--- config.mk ---
export PLATFORM = sky130hd
export DESIGN_NAME = mac_vec_accum
export DESIGN_NICKNAME = d
export VERILOG_FILES = /design/src/rtl/mac_vec_accum.sv
export SDC_FILE = /design/constraint.sdc
export NUM_CORES = 1
export LEC_CHECK = 0
export CAP_MARGIN = 15
export CORE_MARGIN = 5
export CORE_UTILIZATION = 50
export CTS_BUF_LIST = sky130_fd_sc_hd__clkbuf_16
export DETAILED_ROUTE_END_ITERATION = 8
export GPL_TIMING_DRIVEN = 0
export PLACE_DENSITY_LB_ADDON = 0.1
export SLEW_MARGIN = 20
export SYNTH_ARGS = -nofsm -noshare
export SYNTH_HDL_FRONTEND = slang
export SYNTH_SLANG_ARGS = --single-unit
--- constraint.sdc ---
create_clock -name clk_i -period 2.9 [get_ports clk_i]
set_input_delay 0.58 -clock clk_i [delete_from_list [all_inputs] [get_ports clk_i]]
set_output_delay 0.58 -clock clk_i [all_outputs]
set_load 0.005 [all_outputs]
--- src/rtl/mac_vec_accum.sv ---
// Vector dot-product sequencer: seeds a 32-bit accumulator with a bias, adds a 4-lane
// u8 x s8 dot product per accepted beat, returns the sum. Optional clamp: MAC_ACC_SATURATE_EN.
module mac_vec_accum #(
  parameter int LEN_W = 16
) (
  input  logic             clk_i,
  input  logic             rst_ni,
  input  logic             start_i,
  input  logic [LEN_W-1:0] len_i,
  input  logic [31:0]      bias_i,
  output logic             busy_o,
  input  logic             op_valid_i,
  output logic             op_ready_o,
  input  logic [31:0]      act_i,
  input  logic [31:0]      wgt_i,
  output logic             res_valid_o,
  input  logic             res_ready_i,
  output logic [31:0]      res_o,
  output logic             ovf_o
);

  typedef enum logic [1:0] {IDLE, ACCUM, DONE} state_t;

  state_t                    state_q, state_d;
  logic signed [31:0]        acc_q, acc_d;
  logic        [LEN_W-1:0]   cnt_q, cnt_d;
  logic        [LEN_W-1:0]   len_q, len_d;
  logic                      ovf_q, ovf_d;
  logic signed [17:0]        dot_p0;
  logic        [32:0]        add_p0;
  logic                      beat_p0;

  // Activations are zero-extended, weights sign-extended; each product fits in 16 bits.
  function automatic logic signed [17:0] dot4(input logic [31:0] act, input logic [31:0] wgt);
    logic signed [17:0] a;
    logic signed [17:0] w;
    logic signed [17:0] s;
    s = '0;
    for (int k = 0; k < 4; k++) begin
      a = {10'b0, act[8*k +: 8]};
      w = {{10{wgt[8*k+7]}}, wgt[8*k +: 8]};
      s = s + a * w;
    end
    return s;
  endfunction

  // Returns {overflow, new_acc}; clamps toward the overflow direction when enabled.
  function automatic logic [32:0] acc_add(input logic signed [31:0] acc,
                                          input logic signed [17:0] dot);
    logic signed [31:0] ext;
    logic signed [31:0] sum;
    logic               ovf;
    ext = {{14{dot[17]}}, dot};
    sum = acc + ext;
    ovf = (acc[31] == ext[31]) && (sum[31] != acc[31]);
`ifdef MAC_ACC_SATURATE_EN
    if (ovf) sum = acc[31] ? 32'sh8000_0000 : 32'sh7FFF_FFFF;
`else
    sum = sum;
`endif
    return {ovf, sum};
  endfunction

  assign dot_p0  = dot4(act_i, wgt_i);
  assign add_p0  = acc_add(acc_q, dot_p0);
  assign beat_p0 = op_valid_i && (state_q == ACCUM);

  always_comb begin
    state_d = state_q;
    acc_d   = acc_q;
    cnt_d   = cnt_q;
    len_d   = len_q;
    ovf_d   = ovf_q;
    unique case (state_q)
      IDLE: begin
        if (start_i) begin
          len_d   = len_i;
          acc_d   = bias_i;
          cnt_d   = '0;
          ovf_d   = 1'b0;
          state_d = (len_i == '0) ? DONE : ACCUM;
        end
      end
      ACCUM: begin
        if (beat_p0) begin
          acc_d = add_p0[31:0];
          ovf_d = ovf_q | add_p0[32];
          cnt_d = cnt_q + LEN_W'(1);
          if (cnt_q == len_q - LEN_W'(1)) state_d = DONE;
        end
      end
      DONE: begin
        if (res_ready_i) state_d = IDLE;
      end
      default: state_d = IDLE;
    endcase
  end

  always_ff @(posedge clk_i or negedge rst_ni) begin
    if (!rst_ni) begin
      state_q <= IDLE;
      acc_q   <= '0;
      cnt_q   <= '0;
      len_q   <= '0;
      ovf_q   <= 1'b0;
    end else begin
      state_q <= state_d;
      acc_q   <= acc_d;
      cnt_q   <= cnt_d;
      len_q   <= len_d;
      ovf_q   <= ovf_d;
    end
  end

  // Handshake outputs come straight from state so no input reaches them combinationally.
  assign busy_o      = (state_q != IDLE);
  assign op_ready_o  = (state_q == ACCUM);
  assign res_valid_o = (state_q == DONE);
  assign res_o       = acc_q;
  assign ovf_o       = ovf_q;

endmodule
; Word level (Yosys, flattened, before mapping)
; Cells that the tools add are included.
; Widths: inputs -> output; s select.
[word_totals]
output_inout_bits = 36
latch_bits = 0
mem_bits_ro = 0
word_cells = 49
mem_bits_rw = 0
memories = 0
inputBits = 117
regBits = 67
[op_classes]
bitwise = 1
shift = 0
n_mux = 15
eq_ne = 9
mul = 4
add_sub_neg = 6
n_reduce_logical = 9
div_mod_pow = 0
n_lt_le_gt_ge = 0
[ops]
columns = operator, n
row1 = $mul 9x8->17, 4
row2 = $mux 32, 2
row3 = $pmux 32 s2, 1
row4 = $add 18x17->18, 2
row5 = $add 32x18->32, 1
row6 = $mux 16, 2
row7 = $pmux 16 s2, 1
row8 = $add 17x17->18, 1
row9 = $add 16x1->16 const B, 1
row10 = $eq 16x16->1, 1
row11 = $logic_not 16->1, 1
row12 = $sub 16x1->16 const B, 1
row13 = $mux 2, 5
row14 = $ne 2x1->1 const B, 3
row15 = $pmux 2 s3, 1
row16 = $reduce_and 4->1, 1
row17 = $reduce_bool 2->1, 2
row18 = $reduce_and 3->1, 1
row19 = $eq 2x1->1 const B, 1
row20 = $eq 2x2->1 const B, 1
row21 = $logic_and 1x1->1, 2
row22 = $logic_not 2->1, 1
row23 = $mux 1, 2
row24 = $ne 2x2->1 const B, 1
row25 = 5 further kinds, 5

; Longest topological paths before layout
[logic_depth]
word_depth = 10
depth_mapped = 35
mapped_depth_nobuf = 35

; Worst setup path after synthesis
; No wires, ideal clock.
[synth_path]
path_kind = in2reg
start = in wgt_i[24]
end = reg acc_q[30], in the netlist res_o[30]
path_slack_ns = -5.651
t_arrival_ns = 8.414
setup_ns = 0.137
n_path_buf = 0
stages = 28
required_time_ns = 2.763
cell_sequence = and2_1 > fa_1 > fa_1 > inv_1 > fa_1 > inv_1 > fa_1 > fa_1 > fa_1 > fa_1 > fa_1 > ha_1 > nor2b_1 > o31a_1 > o211ai_1 > nand3_1 > a31oi_1 > or4b_4 > inv_1 > ha_1 > o211ai_1 > o21ai_0 > o21a_1 > a311o_1 > a31oi_1 > o31ai_1 > xnor2_1 > a21oi_1
[synth_between]
elab_chain_cells = 5
[synth_rtl]
columns = item, line
row1 = start: declaration, 15  ; input logic [31:0] wgt_i,
row2 = $mul 9x8->17, 42  ; s = s + a * w;
row3 = $add 18x17->18, 42
row4 = $add 32x18->32, 54  ; sum = acc + ext;
row5 = $mux 32, 85  ; if (beat_p0) begin
row6 = $pmux 32 s2, 74  ; unique case (state_q)
row7 = end signal: assignment, 102  ; acc_q <= '0;
row8 = end signal: assignment, 108  ; acc_q <= acc_d;
row9 = end: declaration, 25  ; logic signed [31:0] acc_q, acc_d;
; No other way between the ends. The select of a mux whose other input is x is not followed.
; A chain may end at the register's enable or synchronous reset.

; Worst setup path after layout
[layout_path]
start = in act_i[2]
end = reg acc_q[29], in the netlist res_o[29]
[layout_between]
elab_chain_cells = 7
[layout_rtl]
columns = item, line
row1 = start: declaration, 14  ; input logic [31:0] act_i,
row2 = $mul 9x8->17, 42
row3 = $add 17x17->18, 42
row4 = $add 18x17->18 (2 in series), 42
row5 = $add 32x18->32, 54
row6 = $mux 32, 85
row7 = $pmux 32 s2, 74
; No other way between the ends. The select of a mux whose other input is x is not followed.

==> Flow_metrics.wiki <==
{| class="wikitable"
! Metric !! Value
|-
| Setup ws final || -5.83 ns
|-
| Avg WL per Cell || between 15 and 20 um
|-
| Worst setup skew after layout || ~0.0058 ns
|-
| Share of flip-flops with an asynchronous set or reset || 1.00
|-
| Number of nets with antenna violations after detailed routing || 0
|-
| Instance count of the mapped netlist || about 1600
|-
| Remaining global-route overflow || 0
|-
| Ports placed on the boundary || 153
|-
| Number of enable-type register cells in the synthesized netlist || 0
|-
| FP Rows || 62
|-
| Layout area overhead || 27.8%
|-
| Root buffer cell || sky130_fd_sc_hd__clkbuf_16
|-
| Share of synthesized area occupied by flip-flops and latches || 0.116
|-
| Slowest cell on the critical path || sky130_fd_sc_hd__fa_2
|-
| Standard cell core area || 28700 um^2
|-
| Syn_area_per_cell || 8.83 um^2
|-
| Critical path startpoint || act_i[2]
|-
| Crit path required time || 3.12 ns
|-
| Number of global-route vias before repair || approximately 13000
|-
| Floorplan die area || 32500 um^2
|-
| Via count of the routed design || 11900
|-
| Setup repair after global routing missed its margin || yes
|-
| Initial antenna violation count || 1
|-
| Upper clock frequency limit || 115 MHz
|-
| Net Count, Synth || 2170
|-
| Crit path kind || in -> reg
|-
| Arrival time worst endpoint || between 8 and 9 ns
|-
| Status || complete, but fails checks
|-
| Violated checks || negative setup slack
|-
| Detailed Route WL || 38.5 mm
|-
| Residual DRC count || 0
|-
| Clock transition at the register clock pins on the worst setup and hold paths after CTS || around 0.06 ns
|-
| Reg-to-reg critical path startpoint || res_o[0]$_DFFE_PN0P_
|-
| Post-synthesis sequential element count || 67
|-
| Slew @ Worst Pin || 0.769 ns
|-
| Most frequent cells in the layout || sky130_fd_sc_hd__inv_1 (331), sky130_fd_sc_hd__fa_1 (208), sky130_fd_sc_hd__nand2_1 (161), sky130_fd_sc_hd__ha_1 (144), sky130_fd_sc_hd__and2_1 (123)
|-
| Number of antenna cells inserted || 0
|-
| Number of violations of the max-capacitance limit || 0
|-
| Cell count after placement || approximately 2200
|-
| Wire length of the first global-routing pass || between 60 and 70 mm
|-
| Final cycle utilization of the critical path || 3.01
|-
| Initial detailed-routing violation count || 383
|-
| Fill count || 2436
|-
| Top fanout value on the critical path || 5
|-
| Hold Buf Count CTS || 0
|-
| Sink Count || 67
|-
| Number of standard cells in the final layout excluding fillers || 2252
|-
| Total of warnings raised by yosys || 0
|-
| CTS HTree Levels || 3
|-
| Total iterations of the first detailed-routing run || 5
|-
| Critical Path End Type || flip-flop
|-
| Crit path time final || 8.73 ns
|-
| Min-Delay Path Class || in -> async
|-
| Share of cells above drive strength 1 || 0.192
|-
| Number of vias per cell || 5.29
|-
| Leading cell type in the layout, fill and taps excluded || sky130_fd_sc_hd__inv_1
|-
| Max transition margin || 0.487
|-
| Total routing usage reported by global routing || 0.239
|-
| Effective utilization at floorplan || 0.506
|-
| Final setup violation count || 32
|-
| Commonest register cell after synthesis || sky130_fd_sc_hd__dfrtp_1
|-
| Final-stage net count || 2390
|-
| DIE WIDTH || 180 um
|-
| Clock Path Buffers || 2
|-
| Global placement routability congestion || around 0.84
|-
| Vertical die dimension || around 180 um
|-
| Pins over their slew limit || 0
|-
| Delay of the slowest cell on the worst path || 0.59 ns
|-
| Critical Path Source Type || input pin
|-
| Final HPWL DP || about 32 mm
|-
| Hold Violations, Final || 0
|-
| Port buffer count || 152
|-
| Number of distinct library cells after synthesis || 57
|-
| Cell area after technology mapping || 14500 um^2
|-
| Clock latency on the worst-skew pair || 0.34 ns
|-
| TritonCTS clock tree || done
|-
| Most common cell on crit path || sky130_fd_sc_hd__fa_1
|-
| Inserted Clock Buffers || 9
|-
| Pin count of the biggest net entering global routing || 50
|}
## path summary, 6_finish.rpt
path                                          to  slack, ns  cells past startpoint
min in group clk_i         len_q[15]$_DFFE_PN0P_       0.49                      2
max in group asynchronous  res_o[10]$_DFFE_PN0P_       2.20                      2
setup reg to reg           res_o[26]$_DFFE_PN0P_      -0.64                     11
hold reg to reg            len_q[15]$_DFFE_PN0P_       0.49                      2
hold / removal             res_o[22]$_DFFE_PN0P_       0.13                      1
setup / recovery           res_o[29]$_DFFE_PN0P_      -5.83                     32
## state kept, by name (all words and copies together), names as in the netlist
name	flops
res_o	32
cnt_q	16
len_q	16
state_q	2
ovf_o	1
## layer usage
layer,track usage,share of wire,up-vias
met5,0,0.00039,-
met3,0.0355,0.043,108
met2,0.432,0.52,313
met4,0.0886,0.034,2
li1,-,-,5584
met1,0.289,0.41,5905
## cells in the mapped netlist, types with 2 or more instances
cell	number	area, um^2
sky130_fd_sc_hd__nor4_1	8	50.1
sky130_fd_sc_hd__or3_1	12	75.1
sky130_fd_sc_hd__o211ai_1	5	37.5
sky130_fd_sc_hd__nor2_1	55	206
sky130_fd_sc_hd__dfrtp_1	67	1680
sky130_fd_sc_hd__a211o_1	4	35.0
sky130_fd_sc_hd__and2_1	160	1000
sky130_fd_sc_hd__clkbuf_1	22	82.6
sky130_fd_sc_hd__a2111oi_0	2	17.5
sky130_fd_sc_hd__xnor2_1	49	429
sky130_fd_sc_hd__o21a_1	9	67.6
sky130_fd_sc_hd__nand2_1	169	634
sky130_fd_sc_hd__fa_1	230	4600
sky130_fd_sc_hd__nand3_1	12	60.1
sky130_fd_sc_hd__inv_1	359	1350
sky130_fd_sc_hd__ha_1	180	2250
sky130_fd_sc_hd__buf_2	2	10.0
sky130_fd_sc_hd__xnor2_2	2	32.5
sky130_fd_sc_hd__o22ai_1	16	100
sky130_fd_sc_hd__and3_1	12	75.1
sky130_fd_sc_hd__nor3b_1	6	45.0
sky130_fd_sc_hd__nor3_1	15	75.1
sky130_fd_sc_hd__a211oi_1	6	45.0
sky130_fd_sc_hd__xor2_1	25	219
sky130_fd_sc_hd__or2_2	3	18.8
sky130_fd_sc_hd__a21oi_1	50	250
sky130_fd_sc_hd__o21bai_1	9	67.6
sky130_fd_sc_hd__nor4b_1	2	17.5
sky130_fd_sc_hd__o21ai_1	4	20.0
sky130_fd_sc_hd__nand2b_1	9	56.3
sky130_fd_sc_hd__o31ai_1	6	45.0
sky130_fd_sc_hd__or2b_1	3	22.5
sky130_fd_sc_hd__o21ai_0	54	270
sky130_fd_sc_hd__a21o_1	11	82.6
sky130_fd_sc_hd__o31a_1	2	17.5
sky130_fd_sc_hd__nor2b_1	24	150
sky130_fd_sc_hd__nand4_1	7	43.8
sky130_fd_sc_hd__a2bb2oi_1	2	17.5
sky130_fd_sc_hd__a311oi_1	2	17.5
sky130_fd_sc_hd__a31oi_1	11	68.8
## worst max-delay path, delay by kind of cell
kind / cells / cell delay, ns
buf+inv: 8 / 0.75
compound gates: 11 / 2.31
fa+ha+maj: 10 / 4.45
simple gates: 3 / 0.81
## logic make-up after synthesis
group / after synthesis / share of synthesized area
XOR/XNOR: 77 / 0.0484
flip-flops: 67 / 0.116
buffers and inverters: 384 / 0.0995
adder cells (fa/ha/maj): 410 / 0.472
AO/OA/AOI/OAI: 203 / 0.0865
AND/OR/NAND/NOR: 501 / 0.177
multiplexers: 1 / 0.000690
## final cells by class
class | count | area (um^2) | share of cell area
buffer | 24 | 108 | 0.00580
clock buffer | 9 | 225 | 0.0121
clock inverter | 7 | 86.3 | 0.00466
inverter | 360 | 1360 | 0.0733
multi-input combinational | 1192 | 12500 | 0.674
sequential | 67 | 1680 | 0.0904
tap | 384 | 480 | 0.0259
timing repair buffer | 209 | 2100 | 0.113
## through the flow
stage / TNS (ns) / setup WS (ns) / instance area [um^2] / hold slack [ns] / utilization
6_report: -146.95 / -5.83 / 18500 / 0.131 / 0.646
5_1_grt: -154.56 / -6.11 / 18500 / 0.149 / 0.646
4_1_cts: -144.50 / -5.78 / 18000 / 0.138 / 0.626
3_5_place_dp: -183.08 / -7.10 / 17000 / 0.486 / 0.594
3_3_place_gp: -261.20 / -7.08 / 17000 / 0.491 / 0.593
2_1_floorplan: -135.58 / -5.44 / 15000 / 0.284 / -
## timing repair
action / 4_1_cts / 5_1_grt
gates resized for setup: 500 / 122
buffers inserted: 36 / 19
endpoints found under the setup margin: 34 / 36
pin swaps: 89 / 91
gates cloned: 1 / 0
Power is left out: the tool's default activity adds up to more than one toggle a clock period on the data nets, which glitch-free logic cannot reach.
